### config.mk
export PLATFORM = sky130hd
export DESIGN_NAME = load_store_seq_ctrl
export DESIGN_NICKNAME = d
export VERILOG_FILES = /design/src/rtl/load_store_seq_ctrl.sv
export SDC_FILE = /design/constraint.sdc
export NUM_CORES = 1
export LEC_CHECK = 0
export ABC_CLOCK_PERIOD_IN_PS = 2150
export CAP_MARGIN = 30
export CORE_UTILIZATION = 59
export DETAILED_ROUTE_END_ITERATION = 12
export DONT_BUFFER_PORTS = 1
export PLACE_DENSITY = 0.72
export REMOVE_ABC_BUFFERS = 1
export SYNTH_ARGS = -nofsm -noshare
export SYNTH_HDL_FRONTEND = slang
export SYNTH_SLANG_ARGS = --single-unit
### constraint.sdc
create_clock -name clk -period 2.15 [get_ports clk]
set_input_delay 0.3225 -clock clk [delete_from_list [all_inputs] [get_ports clk]]
set_output_delay 0.3225 -clock clk [all_outputs]
set_load 0.01 [all_outputs]
### src/rtl/load_store_seq_ctrl.sv
// Load/store sequencer: steps memory read, MDR capture, write and writeback for LW/LH/LB/SW/SH/SB/WTEMP.
// Optional MISALIGN_TRAP_EN adds the misalign output and traps misaligned word/half accesses to FIN.
module load_store_seq_ctrl #(
    parameter int MEM_LATENCY = 1,
    parameter int CNT_W       = 3
) (
    input  logic       clk,
    input  logic       reset_n,
    input  logic       start,
    input  logic [2:0] op,
    input  logic [1:0] addr_lo,
    output logic       mem_rd,
    output logic       mem_wr,
    output logic       mdr_load,
    output logic [1:0] size_sel,
    output logic [1:0] byte_off,
    output logic       data_src_sel,
    output logic       reg_wr,
    output logic       busy,
    output logic       done
`ifdef MISALIGN_TRAP_EN
    ,
    output logic       misalign
`endif
);

    localparam logic [2:0] OP_LW    = 3'b000;
    localparam logic [2:0] OP_LH    = 3'b001;
    localparam logic [2:0] OP_LB    = 3'b010;
    localparam logic [2:0] OP_SW    = 3'b011;
    localparam logic [2:0] OP_SH    = 3'b100;
    localparam logic [2:0] OP_SB    = 3'b101;
    localparam logic [2:0] OP_WTEMP = 3'b110;

    localparam logic [1:0] SZ_WORD = 2'b00;
    localparam logic [1:0] SZ_HALF = 2'b01;
    localparam logic [1:0] SZ_BYTE = 2'b10;

    typedef enum logic [2:0] {
        S_IDLE,
        S_READ,
        S_CAPTURE,
        S_WRITE,
        S_WB,
        S_FIN
    } state_t;

    state_t             state, next_state;
    logic [CNT_W-1:0]   cnt;
    logic [2:0]         op_q, nxt_op;
    logic [1:0]         size_q, off_q, nxt_size;
    logic [1:0]         nxt_off;
    logic               accept;
    state_t             acc_state;
    logic [1:0]         acc_size, acc_off;
    logic               nxt_mem_rd, nxt_mem_wr, nxt_mdr_load, nxt_reg_wr;
    logic               nxt_sel, nxt_done, nxt_busy;
    logic [1:0]         nxt_size_o, nxt_off_o;
`ifdef MISALIGN_TRAP_EN
    logic               acc_mis, mis_q, nxt_mis, nxt_misalign;
`endif

    // Decode of the incoming op: first state, size mode and lane offset.
    always_comb begin
        acc_state = S_FIN;
        acc_size  = SZ_WORD;
        acc_off   = 2'b00;
`ifdef MISALIGN_TRAP_EN
        acc_mis   = 1'b0;
`endif
        case (op)
            OP_LW, OP_SW: begin
                acc_state = (op == OP_LW) ? S_READ : S_WRITE;
                acc_size  = SZ_WORD;
                acc_off   = 2'b00;
`ifdef MISALIGN_TRAP_EN
                acc_mis   = (addr_lo != 2'b00);
`endif
            end
            OP_LH, OP_SH: begin
                acc_state = S_READ;
                acc_size  = SZ_HALF;
                acc_off   = {addr_lo[1], 1'b0};
`ifdef MISALIGN_TRAP_EN
                acc_mis   = addr_lo[0];
`endif
            end
            OP_LB, OP_SB: begin
                acc_state = S_READ;
                acc_size  = SZ_BYTE;
                acc_off   = addr_lo;
            end
            OP_WTEMP: acc_state = S_WB;
            default:  acc_state = S_FIN;
        endcase
`ifdef MISALIGN_TRAP_EN
        if (acc_mis) begin
            acc_state = S_FIN;
        end
`endif
    end

    // Next state; terminal states may take a new op directly so back-to-back ops have no bubble.
    always_comb begin
        next_state = state;
        accept     = 1'b0;
        case (state)
            S_IDLE:    accept = start;
            S_READ:    if (cnt == '0) next_state = S_CAPTURE;
            S_CAPTURE: next_state = (op_q == OP_LW || op_q == OP_LH || op_q == OP_LB) ? S_WB : S_WRITE;
            S_WRITE, S_WB, S_FIN: begin
                accept     = start;
                next_state = S_IDLE;
            end
            default:   next_state = S_IDLE;
        endcase
        if (accept) begin
            next_state = acc_state;
        end
        nxt_op   = accept ? op : op_q;
        nxt_size = accept ? acc_size : size_q;
        nxt_off  = accept ? acc_off : off_q;
`ifdef MISALIGN_TRAP_EN
        nxt_mis  = accept ? acc_mis : mis_q;
`endif
    end

    // Outputs are decoded from the next state and registered, so they are Moore and glitch-free.
    always_comb begin
        nxt_mem_rd   = 1'b0;
        nxt_mem_wr   = 1'b0;
        nxt_mdr_load = 1'b0;
        nxt_reg_wr   = 1'b0;
        nxt_sel      = 1'b0;
        nxt_done     = 1'b0;
        nxt_busy     = (next_state != S_IDLE);
        nxt_size_o   = (next_state == S_IDLE) ? 2'b00 : nxt_size;
        nxt_off_o    = (next_state == S_IDLE) ? 2'b00 : nxt_off;
`ifdef MISALIGN_TRAP_EN
        nxt_misalign = 1'b0;
`endif
        case (next_state)
            S_READ:    nxt_mem_rd = 1'b1;
            S_CAPTURE: nxt_mdr_load = 1'b1;
            S_WRITE: begin
                nxt_mem_wr = 1'b1;
                nxt_done   = 1'b1;
            end
            S_WB: begin
                nxt_reg_wr = 1'b1;
                nxt_done   = 1'b1;
                nxt_sel    = (nxt_op != OP_WTEMP);
            end
            S_FIN: begin
                nxt_done     = 1'b1;
`ifdef MISALIGN_TRAP_EN
                nxt_misalign = nxt_mis;
`endif
            end
            default: ;
        endcase
    end

    always_ff @(posedge clk or negedge reset_n) begin
        if (!reset_n) begin
            state        <= S_IDLE;
            cnt          <= '0;
            op_q         <= 3'b000;
            size_q       <= 2'b00;
            off_q        <= 2'b00;
            mem_rd       <= 1'b0;
            mem_wr       <= 1'b0;
            mdr_load     <= 1'b0;
            reg_wr       <= 1'b0;
            data_src_sel <= 1'b0;
            done         <= 1'b0;
            busy         <= 1'b0;
            size_sel     <= 2'b00;
            byte_off     <= 2'b00;
`ifdef MISALIGN_TRAP_EN
            mis_q        <= 1'b0;
            misalign     <= 1'b0;
`endif
        end else begin
            state        <= next_state;
            op_q         <= nxt_op;
            size_q       <= nxt_size;
            off_q        <= nxt_off;
            if (next_state == S_READ && state != S_READ) begin
                cnt <= CNT_W'(MEM_LATENCY - 1);
            end else if (state == S_READ && cnt != '0) begin
                cnt <= cnt - 1'b1;
            end
            mem_rd       <= nxt_mem_rd;
            mem_wr       <= nxt_mem_wr;
            mdr_load     <= nxt_mdr_load;
            reg_wr       <= nxt_reg_wr;
            data_src_sel <= nxt_sel;
            done         <= nxt_done;
            busy         <= nxt_busy;
            size_sel     <= nxt_size_o;
            byte_off     <= nxt_off_o;
`ifdef MISALIGN_TRAP_EN
            mis_q        <= nxt_mis;
            misalign     <= nxt_misalign;
`endif
        end
    end

endmodule

==> qor.csv, run 1 <==
metric;value;unit
area grow syn2layout;6.55;%
WHS;0.125;ns
worst hold path type;input pin to flip-flop;
kind of critical path;flip-flop to flip-flop;
first-pass GRT wire length;2.79;mm
Slew headroom;63.7;%
RePlAce Congestion;0.791;
fmax;579;MHz
clk_skew;0.00334;ns
CTS tree;yes;
Via density;5.68;
Die W;43.4;um
Critical Path End Type;flip-flop;
HP Start;op[1];
DP HPWL;1.23;mm
Synth Warn #;0;
core area;1560;um2
violated checks;design-rule violations;
Avg Cell Area, Syn;11.2;um2
post-synthesis cell area;1010;um2
number of global-route vias before repair;655;
Clk pwr share;11.3;%
DIE HEIGHT;43.4;um
largest net degree at the start of global routing;25;
clk buf depth;2;
Overflow after GRT;0;
Worst Tran Pin Value;0.543;ns
internal power;0.000981;W
Final Hold Fails;0;
Switching Share;39.2;%
CP max stage cell;dfrtp_1;
# rows;14;
via count;631;
RSZ-0062 raised after global routing;false;
Leakage;0.538;nW
Starting DRT DRC Count;10;
Inserted Clock Buffers;3;
fin area;1080;um2
Fin Setup TNS;0;ns
crit-path max FO;4;
drc violations;4;
Port Buf Inserts;0;
DRT Pass-1 Iters;10;
post-synthesis cell count;90;
max-slew violation count;0;
fin crit share;80.4;%
worst r2r src;state[2];
Clk Latency, worst-skew pair;0.30;ns
final net count;107;
Crit path top cell by count;nor2b_1;
delay-heaviest family, CP;flip-flops;
Startpoint Class;flip-flop;
Max-Cap Viols;0;
GRT Total Usage;20.9;%
critical path required time;2.35;ns
CTS H-tree depth;1;
pwr/cell area;1500;nW/um2
sequential share of power;46.4;%
worst path arrival time;1.93;ns
Post-CTS Setup Repair Bufs;0;
switching power;0.000634;W
status;finished with violations;
CTS Root Cell;clkbuf_4;
final setup vio count;0;
CP startpoint;state[2];
final wirelength;1.59;mm
die footprint;1890;um2
routed len/inst;14.3;um
Starting Density;64.9;%
Ports;19;
final worst path period need;1.73;ns
post-route ant nets;0;
WP buf/inv;1;
final core utilization;69.2;%
Sink Count;24;
Area after DPL;1030;um2
Netlist cell types;30;
area of the multi-input gates;373;um2
CP Cell Sequence;nor2b_1 -> mux2_2 -> a211oi_4 -> inv_2 -> nor2_4 -> nor2b_1;
fraction of layout instances using a drive strength above 1;16.8;%
combinational share of power;42.3;%
initial antenna violation count;0;
Largest stage delay, worst path;0.41;ns
diodes inserted;0;
Reg area;601;um2
VDD IR max;736;uV
post-synthesis sequential area ratio;59.3;%
Yosys reg bits;24;
clock slew at reported path FFs;0.11;ns
Layout fillers;109;
path summary, 6_finish.rpt:
| kind | to | slack, ns | depth (start not counted) |
|---|---|---|---|
| max | size_sel[0] | 0.42 | 6 |
| min | size_q[0] | 0.12 | 1 |
| max reg2reg | size_sel[0] | 0.42 | 6 |
| min reg2reg | cnt[0] | 0.48 | 1 |
| max in group asynchronous | size_q[1] | 1.23 | 2 |
| min in group asynchronous | mem_wr | 0.43 | 1 |
layout make-up:
type	instances	share of cell area, %
clock buffers	3	2.09
inverters	9	3.13
multi-input cells	56	34.6
flip-flops and latches	24	55.7
well taps	16	1.86
repair buffers	3	2.67
power groups by stage:
stage                     combinational, W  sequential (W)  clock (W)
after CTS                         0.000686        0.000752   0.000187
after global placement            0.000653        0.000755          0
after detailed placement          0.000672        0.000761          0
final                             0.000683        0.000750   0.000182
after floorplan                   0.000540        0.000740          0
after global routing              0.000775        0.000771   0.000204
state kept, by name, indices dropped and copies added, names as in the netlist, 2 cells and up:
signal	count
cnt	3
op_q	3
state	3
byte_off	2
off_q	2
size_q	2
size_sel	2
metal layers:
metal	track usage [%]	up-vias	wire, um	share of wire, %
met4	13.1	0	42	2.6
met1	26.3	299	731	46
li1	-	308	-	-
met5	0	-	0	0
met2	33.0	20	749	47
met3	4.17	4	66	4.2
layout by cell type, fill, tap and decap left out, types with 3 or more instances in the layout:
cell,Yosys,layout
a21oi_1,5,5
clkbuf_4,0,3
dfrtp_1,24,24
inv_1,7,7
nand2_1,9,9
nor2_1,7,7
nor2b_1,6,6
o21ai_0,4,4
Yosys cell counts:
cell	instances	area share, %
a211oi_4	1	2.0
a21o_1	2	1.5
a21oi_1	5	2.5
a22o_1	1	0.87
a311oi_1	1	0.87
and2_1	1	0.62
and2b_2	1	0.87
buf_2	1	0.49
dfrtp_1	24	59
ha_1	2	2.5
inv_1	7	2.6
inv_2	2	0.74
mux2_2	1	1.1
mux2i_1	1	0.99
nand2_1	9	3.3
nand2b_1	1	0.62
nand3_1	2	0.99
nor2_1	7	2.6
nor2_2	1	0.62
nor2_4	1	1.1
nor2b_1	6	3.7
o21a_1	1	0.74
o21ai_0	4	2.0
o221ai_2	1	1.5
o22ai_1	1	0.62
o31ai_1	1	0.74
or3_4	1	1.1
or3b_2	2	1.7
xnor2_1	1	0.87
xor2_1	1	0.87
stage by stage:
step                      instances  setup slack, ns  total power (W)
after floorplan                  89            0.185          0.00128
after global placement          106            0.456          0.00141
after detailed placement        106            0.433          0.00143
after CTS                       110            0.406          0.00162
after global routing            111            0.310          0.00175
final                           111            0.422          0.00161
cells by family after synthesis:
group,synth area share (%)
DFF,59.3
AOI/OAI and AO/OA,13.2
and+or+nand+nor,17.3
muxes,2.10
buffers and inverters,3.83
xor gates and xnor gates,1.73
adders and majority gates,2.47
what timing repair did:
action,CTS,global route
resized for setup,0,0
hold buffers,1,0
endpoints found under the hold margin,24,0
(Power assumes the default switching activity.)
==> inputs of run 2 (changes only) <==
- ABC_CLOCK_PERIOD_IN_PS: 2150 -> 1400
- CORE_UTILIZATION: 59 -> 53
- PLACE_DENSITY: 0.72 -> 0.68
- clock period: 2.15 -> 1.4 ns (I/O delays scaled with it)
==> run 2 against run 1 <==
The flow finishes with violations (negative setup slack). Flip-flop and latch count is the same. Die area up 11%. Clock skew is 0.0057 ns higher. Via count rose by 23%. Critical path type unchanged. Largest cell class unchanged. Highest routed layer unchanged.
==> qor.csv, run 2 (synthesized netlist as in run 1, its figures left out) <==
metric;value;unit
status;finished with violations;
violated checks;negative setup slack;
Max-Cap Viols;0;
Leakage;0.700;nW
area grow syn2layout;39.9;%
Critical Path End Type;flip-flop;
R2R Setup Slk;-0.26;ns
HP Start;op[0];
fraction of layout instances using a drive strength above 1;44.3;%
routed len/inst;14.9;um
Clk pwr share;9.4;%
drc violations;0;
GRT Total Usage;22.3;%
CP startpoint;state[0];
Ports;19;
Reg area;601;um2
Final Hold Fails;0;
Starting DRT DRC Count;14;
Die W;45.7;um
final setup vio count;21;
commonest non-fill, non-tap cells in the layout;dfrtp_1 (24), buf_4 (22), nand2_1 (7);
switching power;0.00134;W
post-route ant nets;0;
commonest non-fill, non-tap cell in the layout;dfrtp_1;
Inserted Clock Buffers;3;
initial antenna violation count;0;
Sink Count;24;
die footprint;2090;um2
worst r2r dst;done;
DIE HEIGHT;45.7;um
worst r2r src;state[0];
worst path arrival time;1.85;ns
Clk Latency, worst-skew pair;0.30;ns
core area;1760;um2
largest net degree at the start of global routing;25;
area of the multi-input gates;465;um2
CTS H-tree depth;1;
Starting Density;57.4;%
Port Buf Inserts;0;
Overflow after GRT;0;
Startpoint Class;flip-flop;
first-pass GRT wire length;3.19;mm
final worst path period need;1.66;ns
pre-CTS WS;-0.302;ns
Worst Tran Pin Value;0.451;ns
number of global-route vias before repair;755;
critical path required time;1.58;ns
# rows;15;
RePlAce Congestion;0.753;
sequential share of power;32.8;%
Largest regs;cnt x3, op_q x3, state x3;
Slew headroom;69.6;%
clock slew at reported path FFs;0.12;ns
max-slew violation count;0;
final net count;133;
crit-path max FO;3;
CTS tree;yes;
RSZ-0062 raised after global routing;true;
Worst R2R Path Depth;6;
WHS Endpoint;op_q[0];
combinational share of power;57.8;%
Switching Share;37.3;%
VDD IR max;1540;uV
worst hold path type;input pin to flip-flop;
internal power;0.00225;W
fin crit share;119;%
Layout fillers;112;
Final WS setup;-0.265;ns
CTS Root Cell;clkbuf_4;
kind of critical path;flip-flop to flip-flop;
DRT Pass-1 Iters;4;
DP HPWL;1.35;mm
final wirelength;2.20;mm
via count;774;
fmax;601;MHz
diodes inserted;0;
clk buf depth;2;
Via density;5.27;
total power draw;0.00359;W
pwr/cell area;2540;nW/um2
hold path cells;2;
clk_skew;0.00899;ns
## run 2: cell types whose count changed in the layout (fill, tap and decap cells not counted), sizes merged
cell	before	now
buf	2	27
dlygate4sd3	1	2
clkbuf	3	4
## run 2: how the worst max path moves through the flow
stage / endpoint / slack [ns] / depth (start not counted)
after global placement: byte_off[1] / -0.26 / 6
after floorplan: done / -0.56 / 5
after CTS: byte_off[1] / -0.22 / 6
final: done / -0.26 / 6
after detailed placement: byte_off[1] / -0.30 / 6
after global routing: cnt[2] / -0.32 / 6
## run 2: per-layer routing
metal  GRT usage [%]  vias up  share of wire [%]
met3            4.76        6                4.7
met5               0        -                  0
li1                -      363                  -
met1            26.7      376                 39
met2            37.4       29                 54
met4            11.8        0                1.5
## run 2: metrics by stage
step | instances | hold WS [ns] | utilization, % | cell area (um2) | setup TNS [ns]
floorplan | 89 | -0.0856 | - | 1010 | -6.68
global placement | 134 | -0.0852 | 67.4 | 1190 | -2.69
detailed placement | 134 | -0.0851 | 67.4 | 1190 | -3.26
CTS | 143 | 0.0194 | 74.4 | 1310 | -2.24
global route | 147 | 0.0214 | 80.3 | 1420 | -4.19
finish | 147 | 0.0358 | 80.3 | 1420 | -3.53
## run 2: final cells by class
class                      count  share of cell area, %
sequential                    24                   42.4
multi-input combinational     56                   32.9
timing repair buffer          29                   17.6
clock buffer                   4                   2.56
inverter                       9                   2.39
tap                           25                   2.21
## run 2: worst max-delay path, cell delays in order (launching register included)
cell	delay [ns]
dfrtp_1	0.41
nor2b_4	0.20
mux2_4	0.34
a211oi_4	0.29
buf_6	0.15
buf_4	0.10
o21ai_1	0.05
## run 2: power groups by stage
stage / sequential [W] / clock, W / combinational [W]
6_report: 0.00118 / 0.000339 / 0.00207
3_5_place_dp: 0.00116 / 0 / 0.00145
4_1_cts: 0.00115 / 0.000362 / 0.00169
5_1_grt: 0.00121 / 0.000382 / 0.00223
3_3_place_gp: 0.00116 / 0 / 0.00141
2_1_floorplan: 0.00114 / 0 / 0.000829
## run 2: repair_timing
item / CTS / global route
setup endpoints to repair: 18 / 20
pin swaps: 6 / 6
hold buffers: 2 / 0
resized for setup: 13 / 16
buffers inserted: 3 / 3
hold endpoints to repair: 25 / 0
==> RTL edit 1: new RTL, settings of run 2 <==
`CNT_W`: 3 -> 2.
--- a/src/rtl/load_store_seq_ctrl.sv
+++ b/src/rtl/load_store_seq_ctrl.sv
@@ -3,5 +3,5 @@
 module load_store_seq_ctrl #(
     parameter int MEM_LATENCY = 1,
-    parameter int CNT_W       = 3
+    parameter int CNT_W       = 2
 ) (
     input  logic       clk,
Behaviour: no difference found for any inputs over 10 cycles, from zero or initial values and one cycle with reset_n low; that may be too few to reach the edited logic, so the function may still have changed.
==> RTL edit 1 against run 2 <==
The flow still finishes with violations (negative setup slack). Routed wire length shrank 12%. Worst hold slack lost 0.033 ns. Largest cell class unchanged. Critical path depth decreased by 1. Critical endpoint is now size_sel[0]. Critical path type unchanged. Area after synthesis grew 0.25%. Combinational power down 41%. Final cell count shrank 2.0%. Sequential cell count shrank 1. Setup slack better by 0.21 ns. Total power is 26% lower. Synthesized cell count is 11% higher. Final area decreased by 10%. Sequential power down 4%. Via count down 0.78%.
==> RTL edit 1: results (changes against run 2) <==
status finished, violations left; violated checks negative setup slack; IO Port Bufs 0 (unchanged); # H-tree levels 1 (unchanged); Slew Limit Headroom 0.8274 (+0.1314); DRT iter0 DRCs 16 (+2); Worst Path Max Fanout 7 (+4); Crit path max-delay family flip-flops; Yosys warning count 0 (unchanged); FF-to-FF path depth 5 (-1); Commonest cells post-synth dfrtp_1 (23), nand2_1 (18), nor2_1 (9), inv_1 (7), nand3_1 (6); first-pass GRT wire length 3.077 mm (-3.7%); drt pass-1 iters 4 (unchanged); CP peak stage delay 0.43 ns (+0.02 ns); Worst R2R End size_sel[0]; setup total negative slack -0.2897 ns (+3.236 ns); Setup Viol. Count Final 9 (-57%); fin worst setup slack -0.05835 ns (+0.2064 ns); clk slew on worst S/H paths 0.12 ns (about the same); gpl congestion 0.8936 (+19%); Netlist cell types 31 (+3.3%); hold crit path type in2reg; CTS buffer count 3 (unchanged); Max rail drop VDD 0.001135 V (-26%); share of layout cells above drive strength 1 0.3361 (-0.1065); largest registers op_q (3), state (3); clock skew 0.003683 ns (-0.005307 ns); Post-layout nets 129 (-3.0%); ys async rst share 1.000 (unchanged); dpl ws -0.04970 ns (+0.2523 ns); CP max stage cell dfrtp_1; Ant. Diodes 0 (unchanged); Setup CP Type reg2reg; Crit Reg-Reg Startpoint state[2]; Pleak 0.6352 nW (-9.3%); Max-Cap Viols 0 (unchanged); Clock Tree Buf Depth 2 (unchanged); via count 768 (-0.78%); initial antenna violation count 0 (unchanged); gr usage total 0.2114 (-0.01152); mean routed wirelength per cell 13.39 um (-10%); sequential-to-total area share from yosys stat 0.5672 (-0.02612); DP HPWL 1.320 mm (-2.0%); total placed instance area 1125 um^2 (-5.4%); Data arrival, critical path 1.67 ns (-0.18 ns); number of global-route vias before repair 727 (-3.7%); Area contributors post-synth dfrtp_1 (57%), nand2_1 (6.7%), nor2_1 (3.3%), nand3_1 (3.0%), inv_1 (2.6%); clk_lat worst skew 0.30 ns (about the same); largest net degree at the start of global routing 24 (-4.0%)
==> RTL edit 1: cell count changes after synthesis, moves of 2 or more <==
cell,run 2,this run
clkbuf_1,0,3
nor2b_1,6,3
nand2_1,9,18
nand3_1,2,6
a41oi_1,0,2
nor2_1,7,9
inv_2,2,0
nor3_1,0,3
or3b_2,2,0
o21ai_0,4,1
a21oi_1,5,3
==> RTL edit 1: cell families (layout without fill, tap and decap cells) <==
logic type / after synthesis / count (layout) / share of synthesized area
buf+inv: 11 / 30 / 0.04440
simple gates: 46 / 46 / 0.2170
xor+xnor: 1 / 1 / 0.008633
fa+ha+maj: 2 / 2 / 0.02219
compound gates: 14 / 14 / 0.1048
flops: 23 / 23 / 0.5672
mux: 3 / 3 / 0.03575
==> RTL edit 1: metrics by stage <==
step	cells	power [W]
floorplan	96	0.001762
global placement	134	0.002106
detailed placement	134	0.002143
CTS	141	0.002508
global route	144	0.002858
finish	144	0.002646
==> RTL edit 1: worst min path at each step <==
stage / end / slack (ns) / cells past startpoint
after floorplan: busy / -0.09 / 0
final: op_q[0] / 0.003 / 2
after global placement: mdr_load / -0.09 / 0
after CTS: op_q[1] / 0.004 / 2
after global routing: state[0] / 0.005 / 1
after detailed placement: mdr_load / -0.09 / 0
==> RTL edit 1: timing repair <==
item,CTS,global route
pin swaps,0,1
setup buffers,1,2
hold endpoints to repair,24,0
setup endpoints to repair,10,17
hold buffers,2,0
gates resized for setup,3,13
==> RTL edit 1: layout make-up <==
| type | instances | area (um^2) |
|---|---|---|
| multi-input cells | 66 | 455.4 |
| inverters | 7 | 26.28 |
| clock inverters | 1 | 5.005 |
| flip-flops and latches | 23 | 575.6 |
| clock buffers | 3 | 22.52 |
| repair buffers | 19 | 155.1 |
| fillers | 142 | 493.0 |
| well taps | 25 | 31.28 |
==> RTL edit 1: power breakdown <==
part / internal, W / leakage [nW] / total [W] / switching [W]
registers: 0.000937 / 0.295 / 0.00113 / 0.000189
logic: 0.000606 / 0.323 / 0.00122 / 0.000617
clock network: 0.000106 / 0.0177 / 0.000296 / 0.000189
total: 0.00165 / 0.635 / 0.00265 / 0.000996
==> RTL edit 1: layer usage <==
layer / vias up / GRT usage / part of all wire
li1: 372 / - / -
met1: 368 / 0.2682 / 0.45
met2: 22 / 0.3314 / 0.49
met3: 6 / 0.06349 / 0.040
met4: 0 / 0.09412 / 0.017
met5: - / 0 / 0
==> RTL edit 2: new RTL, flow settings as in run 2 <==
Made on the original files. Make the reset (`reset_n`) synchronous in one clocked block.
--- a/src/rtl/load_store_seq_ctrl.sv
+++ b/src/rtl/load_store_seq_ctrl.sv
@@ -162,5 +162,5 @@
     end
 
-    always_ff @(posedge clk or negedge reset_n) begin
+    always_ff @(posedge clk) begin
         if (!reset_n) begin
             state        <= S_IDLE;
Formal check against the unedited RTL: differs if reset_n is asserted again (counterexample within 4 cycles, from zero or initial values and one cycle with reset_n low); with reset_n held inactive, the same outputs for 10 cycles.
==> RTL edit 2 against run 2 <==
The flow still finishes with violations (negative setup slack). Setup slack better by 0.17 ns. Global-route usage fell by 2.4 points. Sequential share of layout area fell by 3.9 points. Clock skew fell by 0.0045 ns. Routed wire length shrank 11%. Final area fell by 11%. Sequential cell count did not move. Critical path depth grew 1. Area after synthesis increased by 2.1%. Critical path type unchanged. Highest routed layer unchanged.
Power is not compared: it rests on default switching activity, and its combinational part moved more than twofold at a synthesized area within 25%.
==> RTL edit 2: results (changes against run 2) <==
status finished, violations left; met1 GRT Util 0.2470 (-0.01984); CP peak stage delay 0.38 ns (-0.03 ns); final WL 1.946 mm (-11%); sequential-to-total area share from yosys stat 0.4649 (-0.1284); dpl cells 138 (+3.0%); violated checks negative setup slack; M2 GR Usage 0.3268 (-0.04753); DP HPWL 1.379 mm (+2.3%); CP max stage cell dfxtp_4; dpl ws -0.06683 ns (+0.2352 ns); XOR/XNOR Fraction of Synth Area 0.008475 (-0.008831); Primary FF master, synth dfxtp_1; Netlist cell types 35 (+17%); Post-CTS Setup Bufs 1 (-2); ys async rst share 0 (-1.000); hold slack 0.02271 ns (-0.01309 ns); syn avg cell area 9.569 um^2 (-15%); Commonest cells post-synth dfxtp_1 (24), nor2_1 (15), a21oi_1 (7), inv_1 (7); gpl congestion 0.7999 (+6.2%); Hold Crit Start addr_lo[0]; Data arrival, critical path 1.73 ns (-0.12 ns); met1 WL 850 um (-1.8%); storage element area 488.0 um^2 (-19%); buffering overhead 0.08884 (-0.08695); DRT iter0 DRCs 20 (+6); largest net degree at the start of global routing 16 (-36%); Signal buffers 14 (-52%); FF-to-FF path depth 7 (+1); fillers 131 (+17%); Worst R2R End state[1]; #MultiIn Comb 73 (+30%); share of layout cells above drive strength 1 0.3361 (-0.1066); worst hold endpoint off_q[0]; Setup Viol. Count Final 7 (-67%); clkbuf count 3 (-1); clock network share of area 0.04146 (+0.01584); vias per cell 5.429 (+3.1%); post-synthesis compound-gate area fraction 0.1416 (+0.009384); met3 Use GR 0.04314 (-0.004482); number of global-route vias before repair 694 (-8.1%); Area contributors post-synth dfxtp_1 (46%), nor2_1 (5.4%), mux2i_1 (3.9%), a21oi_1 (3.4%), inv_1 (2.5%); first-pass GRT wire length 2.967 mm (-7.1%); gr usage total 0.1989 (-0.02410); fin worst setup slack -0.09876 ns (+0.1660 ns); total placed instance area 1110 um^2 (-6.6%); post-CTS sizing 7 (-6); Slew @ Worst Pin 0.4989 ns (+0.04770 ns); wire length on met2 982 um (-17%)
-- RTL edit 2: power breakdown --
group	internal [W]	total, W	switching [W]
sequential	0.000725	0.000755	0.0000296
clock	0.000290	0.000490	0.000201
combinational	0.000127	0.000241	0.000114
-- RTL edit 2: worst max-delay path by stage --
stage | startpoint | endpoint | slack (ns) | cells past startpoint
finish | state[2] | state[1] | -0.1 | 7
global route | state[2] | done | -0.15 | 5
CTS | state[0] | done | -0.08 | 5
detailed placement | state[0] | byte_off[1] | -0.07 | 6
global placement | state[0] | mdr_load | -0.09 | 6
floorplan | state[0] | done | -0.24 | 5
-- RTL edit 2: critical path, delay by kind of cell, from the launching register on --
| family | cells | cell delay [ns] |
|---|---|---|
| AO/OA/AOI/OAI | 1 | 0.33 |
| flip-flops | 1 | 0.38 |
| buffers and inverters | 4 | 0.44 |
| AND/OR/NAND/NOR | 2 | 0.27 |
